## config.mk

```make
export PLATFORM = sky130hd
export DESIGN_NAME = alu_seq_flat
export DESIGN_NICKNAME = d
export VERILOG_FILES = /design/src/rtl/alu_seq_if.sv /design/src/rtl/alu_seq.sv /design/src/flat_wrapper.sv
export SDC_FILE = /design/constraint.sdc
export NUM_CORES = 1
export LEC_CHECK = 0
export CELL_PAD_IN_SITES_DETAIL_PLACEMENT = 0
export CELL_PAD_IN_SITES_GLOBAL_PLACEMENT = 1
export CORE_MARGIN = 2
export CORE_UTILIZATION = 53
export DETAILED_ROUTE_END_ITERATION = 10
export DONT_BUFFER_PORTS = 1
export GPL_TIMING_DRIVEN = 0
export PLACE_DENSITY_LB_ADDON = 0.1
export SLEW_MARGIN = 15
export SYNTH_ARGS = -nofsm -noshare
export SYNTH_HDL_FRONTEND = slang
export SYNTH_SLANG_ARGS = --single-unit
export TNS_END_PERCENT = 30
```

## constraint.sdc

```tcl
create_clock -name clk -period 12.9 [get_ports clk]
set_input_delay 1.935 -clock clk [delete_from_list [all_inputs] [get_ports clk]]
set_output_delay 1.935 -clock clk [all_outputs]
set_load 0.005 [all_outputs]
```

## src/rtl/alu_seq_if.sv

```systemverilog
// Request/response bundle between the issue stage, the sequential ALU and writeback.
// The issue/writeback side uses the master modport; the ALU uses the slave modport.
interface alu_seq_if #(
    parameter int unsigned WIDTH = 32
);
    logic             in_valid;
    logic             in_ready;
    logic [WIDTH-1:0] dataa;
    logic [WIDTH-1:0] datab;
    logic [3:0]       Function;
    logic             out_valid;
    logic             out_ready;
    logic [WIDTH-1:0] result;
    logic             zero;
    logic             carry;
    logic             overflow;
    logic             illegal;

    modport master (
        output in_valid, dataa, datab, Function, out_ready,
        input  in_ready, out_valid, result, zero, carry, overflow, illegal
    );

    modport slave (
        input  in_valid, dataa, datab, Function, out_ready,
        output in_ready, out_valid, result, zero, carry, overflow, illegal
    );
endinterface

```

## src/rtl/alu_seq.sv

```systemverilog
// Handshaked ALU: single-cycle logic/arith/shift ops plus an iterative shift-add
// unsigned multiply. Results and flags are held in registers until the consumer accepts them.
module alu_seq #(
    parameter int unsigned WIDTH = 32
) (
    input logic      clk,
    input logic      reset,
    alu_seq_if.slave bus
);
    localparam int unsigned SHW = $clog2(WIDTH);
    localparam int unsigned CW  = SHW + 1;

    localparam logic [3:0] OpAdd = 4'b0000;
    localparam logic [3:0] OpSub = 4'b0010;
    localparam logic [3:0] OpMul = 4'b0011;
    localparam logic [3:0] OpAnd = 4'b0100;
    localparam logic [3:0] OpOr  = 4'b0101;
    localparam logic [3:0] OpNor = 4'b0110;
    localparam logic [3:0] OpXor = 4'b0111;
    localparam logic [3:0] OpSl  = 4'b1000;
    localparam logic [3:0] OpSra = 4'b1001;
    localparam logic [3:0] OpSrl = 4'b1010;

    typedef enum logic [1:0] {
        StIdle,
        StBusy,
        StDone
    } state_e;

    state_e             state_q;
    logic [WIDTH-1:0]   result_q;
    logic               zero_q;
    logic               carry_q;
    logic               overflow_q;
    logic               illegal_q;

    logic [2*WIDTH-1:0] mcand_q;
    logic [WIDTH-1:0]   mplier_q;
    logic [2*WIDTH-1:0] acc_q;
    logic [CW-1:0]      cnt_q;

    logic [WIDTH:0]     add_full;
    logic [WIDTH:0]     sub_full;
    logic [SHW-1:0]     shamt;
    logic [WIDTH-1:0]   sc_result;
    logic               sc_carry;
    logic               sc_overflow;
    logic               sc_illegal;
    logic [2*WIDTH-1:0] acc_nxt;

    // Single-cycle datapath, evaluated on the live request operands.
    always_comb begin
        add_full    = {1'b0, bus.dataa} + {1'b0, bus.datab};
        sub_full    = {1'b0, bus.dataa} + {1'b0, ~bus.datab} + (WIDTH + 1)'(1);
        shamt       = bus.datab[SHW-1:0];
        sc_result   = '0;
        sc_carry    = 1'b0;
        sc_overflow = 1'b0;
        sc_illegal  = 1'b0;
        case (bus.Function)
            OpAdd: begin
                sc_result   = add_full[WIDTH-1:0];
                sc_carry    = add_full[WIDTH];
                sc_overflow = (bus.dataa[WIDTH-1] == bus.datab[WIDTH-1]) &&
                              (add_full[WIDTH-1] != bus.dataa[WIDTH-1]);
            end
            OpSub: begin
                sc_result   = sub_full[WIDTH-1:0];
                sc_carry    = sub_full[WIDTH];
                sc_overflow = (bus.dataa[WIDTH-1] != bus.datab[WIDTH-1]) &&
                              (sub_full[WIDTH-1] != bus.dataa[WIDTH-1]);
            end
            OpAnd:   sc_result = bus.dataa & bus.datab;
            OpOr:    sc_result = bus.dataa | bus.datab;
            OpNor:   sc_result = ~(bus.dataa | bus.datab);
            OpXor:   sc_result = bus.dataa ^ bus.datab;
            OpSl:    sc_result = bus.dataa << shamt;
            OpSra:   sc_result = $signed(bus.dataa) >>> shamt;
            OpSrl:   sc_result = bus.dataa >> shamt;
            OpMul:   sc_result = '0;
            default: sc_illegal = 1'b1;
        endcase
    end

    // One shift-add step: add the (pre-shifted) multiplicand when the current multiplier bit is set.
    always_comb begin
        acc_nxt = acc_q + (mplier_q[0] ? mcand_q : '0);
    end

    always_ff @(posedge clk) begin
        if (reset) begin
            state_q    <= StIdle;
            result_q   <= '0;
            zero_q     <= 1'b0;
            carry_q    <= 1'b0;
            overflow_q <= 1'b0;
            illegal_q  <= 1'b0;
            mcand_q    <= '0;
            mplier_q   <= '0;
            acc_q      <= '0;
            cnt_q      <= '0;
        end else begin
            case (state_q)
                StIdle: begin
                    if (bus.in_valid) begin
                        if (bus.Function == OpMul) begin
                            mcand_q  <= {{WIDTH{1'b0}}, bus.dataa};
                            mplier_q <= bus.datab;
                            acc_q    <= '0;
                            cnt_q    <= CW'(WIDTH);
                            state_q  <= StBusy;
                        end else begin
                            result_q   <= sc_result;
                            zero_q     <= (sc_result == '0);
                            carry_q    <= sc_carry;
                            overflow_q <= sc_overflow;
                            illegal_q  <= sc_illegal;
                            state_q    <= StDone;
                        end
                    end
                end
                StBusy: begin
                    acc_q    <= acc_nxt;
                    mcand_q  <= mcand_q << 1;
                    mplier_q <= mplier_q >> 1;
                    cnt_q    <= cnt_q - CW'(1);
                    if (cnt_q == CW'(1)) begin
                        result_q   <= acc_nxt[WIDTH-1:0];
                        zero_q     <= (acc_nxt[WIDTH-1:0] == '0);
                        carry_q    <= 1'b0;
                        overflow_q <= |acc_nxt[2*WIDTH-1:WIDTH];
                        illegal_q  <= 1'b0;
                        state_q    <= StDone;
                    end
                end
                StDone: begin
                    if (bus.out_ready) begin
                        state_q <= StIdle;
                    end
                end
                default: state_q <= StIdle;
            endcase
        end
    end

    assign bus.in_ready  = (state_q == StIdle) && !reset;
    assign bus.out_valid = (state_q == StDone);
    assign bus.result    = result_q;
    assign bus.zero      = zero_q;
    assign bus.carry     = carry_q;
    assign bus.overflow  = overflow_q;
    assign bus.illegal   = illegal_q;
endmodule

```

## src/flat_wrapper.sv

```systemverilog
// flat-port wrapper written by rule: the top's interface ports become plain ports
module alu_seq_flat 
#(
    parameter int unsigned WIDTH = 32
)
  (clk, reset, bus_in_valid, bus_dataa, bus_datab, bus_Function, bus_out_ready, bus_in_ready, bus_out_valid, bus_result, bus_zero, bus_carry, bus_overflow, bus_illegal);
  alu_seq_if #(.WIDTH(WIDTH)) bus_i ();
  input logic clk;
  input logic reset;
  input wire logic [$bits(bus_i.in_valid)-1:0] bus_in_valid;
  input wire logic [$bits(bus_i.dataa)-1:0] bus_dataa;
  input wire logic [$bits(bus_i.datab)-1:0] bus_datab;
  input wire logic [$bits(bus_i.Function)-1:0] bus_Function;
  input wire logic [$bits(bus_i.out_ready)-1:0] bus_out_ready;
  output wire logic [$bits(bus_i.in_ready)-1:0] bus_in_ready;
  output wire logic [$bits(bus_i.out_valid)-1:0] bus_out_valid;
  output wire logic [$bits(bus_i.result)-1:0] bus_result;
  output wire logic [$bits(bus_i.zero)-1:0] bus_zero;
  output wire logic [$bits(bus_i.carry)-1:0] bus_carry;
  output wire logic [$bits(bus_i.overflow)-1:0] bus_overflow;
  output wire logic [$bits(bus_i.illegal)-1:0] bus_illegal;
  assign bus_i.in_valid = bus_in_valid;
  assign bus_i.dataa = bus_dataa;
  assign bus_i.datab = bus_datab;
  assign bus_i.Function = bus_Function;
  assign bus_i.out_ready = bus_out_ready;
  assign bus_in_ready = bus_i.in_ready;
  assign bus_out_valid = bus_i.out_valid;
  assign bus_result = bus_i.result;
  assign bus_zero = bus_i.zero;
  assign bus_carry = bus_i.carry;
  assign bus_overflow = bus_i.overflow;
  assign bus_illegal = bus_i.illegal;
  alu_seq #(.WIDTH(WIDTH)) u_core (.clk(clk), .reset(reset), .bus(bus_i));
endmodule
```

* Yosys cells after proc, flatten, opt, wreduce, memory -nomap -nowiden
Cells that the tools add are included.
Storage, ports and cells: flip-flop bits (word level) 204, output and inout bits 38, logic and storage cells 99
Cells by class: add/subtract/negate cells 5, equal/unequal tests 21, shift operators 3, multiplexer cells 41, bitwise gates (word level) 5, reductions and logical operators 14
Operators with widths (count):
- 2-to-1 mux 64 bit | 5
- one-hot mux 32 bit (9 select lines) | 1
- one-hot mux 64 bit (2 select lines) | 2
- 2-to-1 mux 32 bit | 5
- one-hot mux 32 bit (2 select lines) | 2
- adder 32 x 32 -> 33 bit | 2
- adder 64 bit | 1
- logical NOT 32 bit | 2
- inverter 32 bit | 2
- adder 33 x 1 -> 33 bit, second input constant | 1
- AND 32 bit | 1
- OR 32 bit | 1
- OR reduction 32 bit | 1
- left shift 32 x 5 -> 32 bit | 1
- right shift 32 x 5 -> 32 bit | 1
- >>> shifter 32 x 5 -> 32 bit | 1
- bitwise XOR 32 bit | 1
- equality test 4 x 3 -> 1 bit, second input constant | 4
- equality test 4 bit, second input constant | 3
- 2-to-1 mux 1 bit | 12
- 2-to-1 mux 6 bit | 2
- one-hot mux 1 bit (2 select lines) | 6
- one-hot mux 6 bit (2 select lines) | 1
- OR reduction 9 bit | 1
- other kinds (18) | 30

* Logic depth before layout (Yosys ltp)
word-level depth 9, depth in mapped cells 18, mapped depth without buffers 15

* Worst setup path before layout
OpenSTA, ideal clock, no wires.
path kind input-to-reg, start point input bus_datab[4], end point register u_core.zero_q, in the netlist u_core.bus.zero, data arrival time 5.758 ns, required time 12.804 ns, slack 7.046 ns, cell stages on the path 17, path through buf_2 > inv_1 > clkbuf_1 > clkbuf_1 > ha_1 > clkbuf_1 > a21oi_1 > o22ai_1 > a311oi_4 > and2_1 > o31ai_1 > a221oi_1 > o2111ai_1 > or4_1 > nor4_1 > nand4b_1 > o41ai_2
Between the ends: cells in the longest elaborated chain, start to end 8, elaborated cells on any way between the ends 16, those cells by class 3 x add/sub; 3 x shift; 4 x mux; 5 x bitwise; 1 x reduce/logical
RTL lines:
- start: declaration | line flat_wrapper.sv:12 | input wire logic [$bits(bus_i.datab)-1:0] bus_datab;
- inverter 32 bit | line alu_seq.sv:54 | sub_full = {1'b0, bus.dataa} + {1'b0, ~bus.datab} + (WIDTH + 1)'(1);
- adder 32 x 32 -> 33 bit | line alu_seq.sv:54
- adder 33 x 1 -> 33 bit | line alu_seq.sv:54
- one-hot mux 32 bit (9 select lines) * | line alu_seq.sv:60 | case (bus.Function)
- logical NOT 32 bit * | line alu_seq.sv:114 | zero_q <= (sc_result == '0);
- 2-to-1 mux 1 bit * | line alu_seq.sv:106 | if (bus.Function == OpMul) begin
- 2-to-1 mux 1 bit * | line alu_seq.sv:105 | if (bus.in_valid) begin
- one-hot mux 1 bit (2 select lines) * | line alu_seq.sv:103 | case (state_q)
- end signal: assignment | line alu_seq.sv:114
- end signal: assignment | line alu_seq.sv:129 | zero_q <= (acc_nxt[WIDTH-1:0] == '0);
- end: declaration | line alu_seq.sv:32 | logic zero_q;
Every way passes the cells marked *; elsewhere a longest branch is shown, timed or not. The select of a mux whose other input is x is not followed. A chain may end at the register's enable or synchronous reset.

* Worst setup path after layout
start point input bus_datab[3], end point register u_core.zero_q, in the netlist u_core.bus.zero
Same word-level chain as after synthesis.

==> results by group <==
Floorplan
  – Die area: 45190 um2
  – IO Count: 110
  – Die width: 212.6 um
  – Starting Density: 53.64%
  – Core Box Area: 42980 um2
  – Die Height: 212.6 um
  – Rows: 76

Routing
  – Drt wl/cell: 29.50 um
  – Initial DRT Pass Iterations: 8
  – Via density: 7.250
  – DRC: 0
  – Wirelength, routed: 111.9 mm
  – Post-DRT Antenna Nets: 0
  – Via count: 27520
  – Number of DRC markers in iteration 0: 4424

Pwr
  – Leak: 9.719 nW
  – Max IR drop VDD: 0.07851 mV
  – Power Dens Cells: 79.94 nW/um2

Yosys
  – Ranking of synthesized cells by area: dfxtp_1 18%, ha_1 8.8%, nor2_1 6.1%
  – Post-synth EDFFs: 0
  – Register area share after synthesis: 17.71%
  – Syn avg cell area: 7.294 um2
  – Post-synth top flop: dfxtp_1
  – Cells after synthesis: 3161
  – Synthesized cell area: 23060 um2
  – Synth warn: 0
  – Synth top area share: 17.71%
  – Synth unique cells: 98
  – Async SR Flop Fraction: 0%
  – Area leader, netlist: dfxtp_1
  – Synthesized Nets: 3398
  – Register bit total from synthesis: 204

Clock tree
  – TritonCTS buffer count: 25
  – CTS tree: yes
  – H-tree levels: 1
  – Clk_lat worst skew: 550 ps
  – Hold_buf cts: 0
  – CTS sink count: 204
  – CTS root buffer: clkbuf_16
  – CTS Buffer Depth: 3
  – Clock slew at reported path FFs: 60 ps
  – Number of post-CTS setup repair buffers: 0
  – Number of gates resized after cts: 0

Timing
  – Tcrit/Tclk final: 57.84%
  – Max Clock Skew: 11.68 ps
  – Final min period: 7461 ps
  – Max Fclk: 134.0 MHz
  – Worst-margin pin slew: 1271 ps
  – Final setup vio count: 0
  – TNS Setup: 0 ps
  – Slew margin rel.: 14.73%
  – Worst setup margin: 5439 ps
  – Slew Viols, Final: 0
  – Hold Violations, Final: 0
  – RSZ-0062 raised after global routing: false

Placed design
  – Routability congestion estimate: 1.232
  – Detailed placement HPWL: 87.94 mm
  – PortBufs: 0
  – Post-place setup slack: 4847 ps

Worst setup path
  – Worst-path cell chain: buf_2 > inv_1 > buf_1 > clkbuf_1 > ha_1 > inv_1 > o31ai_1 > a211oi_1 > o41ai_1 > nand4_1 > a211oi_2 > o2111ai_1 > or4_1 > nor4_1 > nand4b_1 > o41ai_2
  – Crit-path slowest cell: or4_1
  – Critical Path RT: 13350 ps
  – CP Buf/Inv Count: 5
  – Crit. End Element: flip-flop
  – Crit path max-delay family: compound AO/OA/AOI/OAI gates
  – Worst EP arrival: 7910 ps
  – Crit-path most repeated cell: inv_1
  – Critical path type: in -> reg
  – Crit-path max cell delay: 660 ps
  – CP startpoint kind: primary input
  – CP max FO: 11

GRT
  – Largest net degree at the start of global routing: 14
  – Total grt overflow: 0
  – Vias in the first global route: 25200
  – GRT Total Usage: 47.96%
  – First-pass GRT wire length: 161.2 mm
  – Initial antenna violation count: 2

Status
  – Status: complete, no violations

Run
  – MaxCap Viol Count: 0

Cells and area
  – Layout cell share with drive strength beyond 1: 7.105%
  – Layout Nets: 3429
  – Synthesis-to-finish area growth: 6.756%

Worst hold path
  – HP Class: reg -> reg
==> registers in the layout, indices dropped and copies added, names as in the netlist <==
name and flops:
u_core.bus.illegal 1, u_core.mplier_q 32, u_core.state_q 2, u_core.mcand_q 64, u_core.bus.overflow 1, u_core.bus.zero 1, u_core.cnt_q 6, u_core.bus.carry 1
u_core.acc_q 64, u_core.bus.result 32
==> cell type report <==
type | count | area [um2]
inverter | 122 | 457.9
buffer | 261 | 1106
antenna | 1 | 2.502
tap | 585 | 732.0
timing repair buffer | 4 | 25.02
clock buffer | 36 | 726.9
clock inverter | 8 | 50.05
multi-input combinational | 2574 | 17430
sequential | 204 | 4084
fill | 4251 | 18370
==> per-layer routing <==
metal  routed length (um)  global-route usage (%)
met1                43590                   63.73
met5                   26                       0
met2                43200                   67.17
met3                17700                   17.95
met4                 7421                   24.72
==> Yosys cell counts (all sizes together) (10+ instances only) <==
master / number
a2111oi: 15
a211oi: 53
a21boi: 10
a21o: 43
a21oi: 259
a221oi: 13
a22oi: 72
a2bb2oi: 36
a311oi: 36
a31oi: 29
and2: 81
and3: 19
buf: 85
clkbuf: 176
dfxtp: 204
ha: 162
inv: 118
mux2: 29
mux2i: 75
mux4: 56
nand2: 340
nand2b: 20
nand3: 59
nand4: 39
nor2: 374
nor2b: 21
nor3: 67
nor4: 25
o211ai: 52
o21a: 24
o21ai: 177
o21bai: 28
o221a: 11
o221ai: 13
o22ai: 52
o31ai: 31
o32ai: 10
or2: 11
or3: 25
xnor2: 37
xor2: 26
==> cells by family after synthesis <==
logic type | after synthesis | share of synthesized area, %
simple gates | 1123 | 22.49
xor+xnor | 63 | 2.393
compound gates | 1063 | 31.33
buf+inv | 383 | 6.783
flops | 204 | 17.71
fa+ha+maj | 165 | 9.052
mux | 160 | 10.24
==> metrics by stage <==
stage | total power [W] | hold slack (ps) | utilization (%) | area [um2] | cells
2_1_floorplan | 0.001058 | 436.2 | - | 23060 | 3161
3_3_place_gp | 0.001254 | 447.3 | 55.34 | 23790 | 3746
3_5_place_dp | 0.001259 | 453.9 | 55.42 | 23820 | 3749
4_1_cts | 0.001924 | 462.1 | 57.23 | 24600 | 3793
5_1_grt | 0.002013 | 480.5 | 57.26 | 24610 | 3794
6_report | 0.001968 | 460.7 | 57.27 | 24610 | 3795
==> worst reg2reg max path: stages, from the launching register on <==
cell	delay, ps
dfxtp_1	330
clkbuf_1	560
clkbuf_1	320
and2_1	220
ha_1	230
clkbuf_1	220
a21oi_1	340
o21ai_0	240
a2111oi_1	1100
a21oi_1	450
o31ai_1	620
a21boi_0	220
or3_1	370
a2111oi_0	570
nand4b_1	170
o31a_1	250
==> layout by cell type (no fill, tap or decap), drive strengths merged, types with 53 or more instances in the layout <==
cell / instances
nand2: 340
and2: 81
a21oi: 259
clkbuf: 213
inv: 118
nor2: 374
mux2i: 75
a22oi: 72
nor3: 67
ha: 162
o21ai: 177
nand3: 59
a211oi: 53
buf: 88
dfxtp: 204
mux4: 56
==> path summary, 6_finish.rpt <==
path	cells past startpoint	startpoint	end	slack, ps
min reg2reg	2	u_core.acc_q[22]	u_core.acc_q[22]	460
min	2	u_core.acc_q[22]	u_core.acc_q[22]	460
max reg2reg	15	u_core.mplier_q[0]	u_core.bus.overflow	6590
max	16	bus_datab[3]	u_core.bus.zero	5440
==> power breakdown <==
group / internal [W] / leakage, nW / switching [W] / total, W
sequential: 0.000648 / 1.65 / 0.0000156 / 0.000664
combinational: 0.000199 / 7.68 / 0.000428 / 0.000626
clock: 0.000390 / 0.385 / 0.000288 / 0.000677
total: 0.00124 / 9.72 / 0.000731 / 0.00197
(Power assumes the default switching activity.)
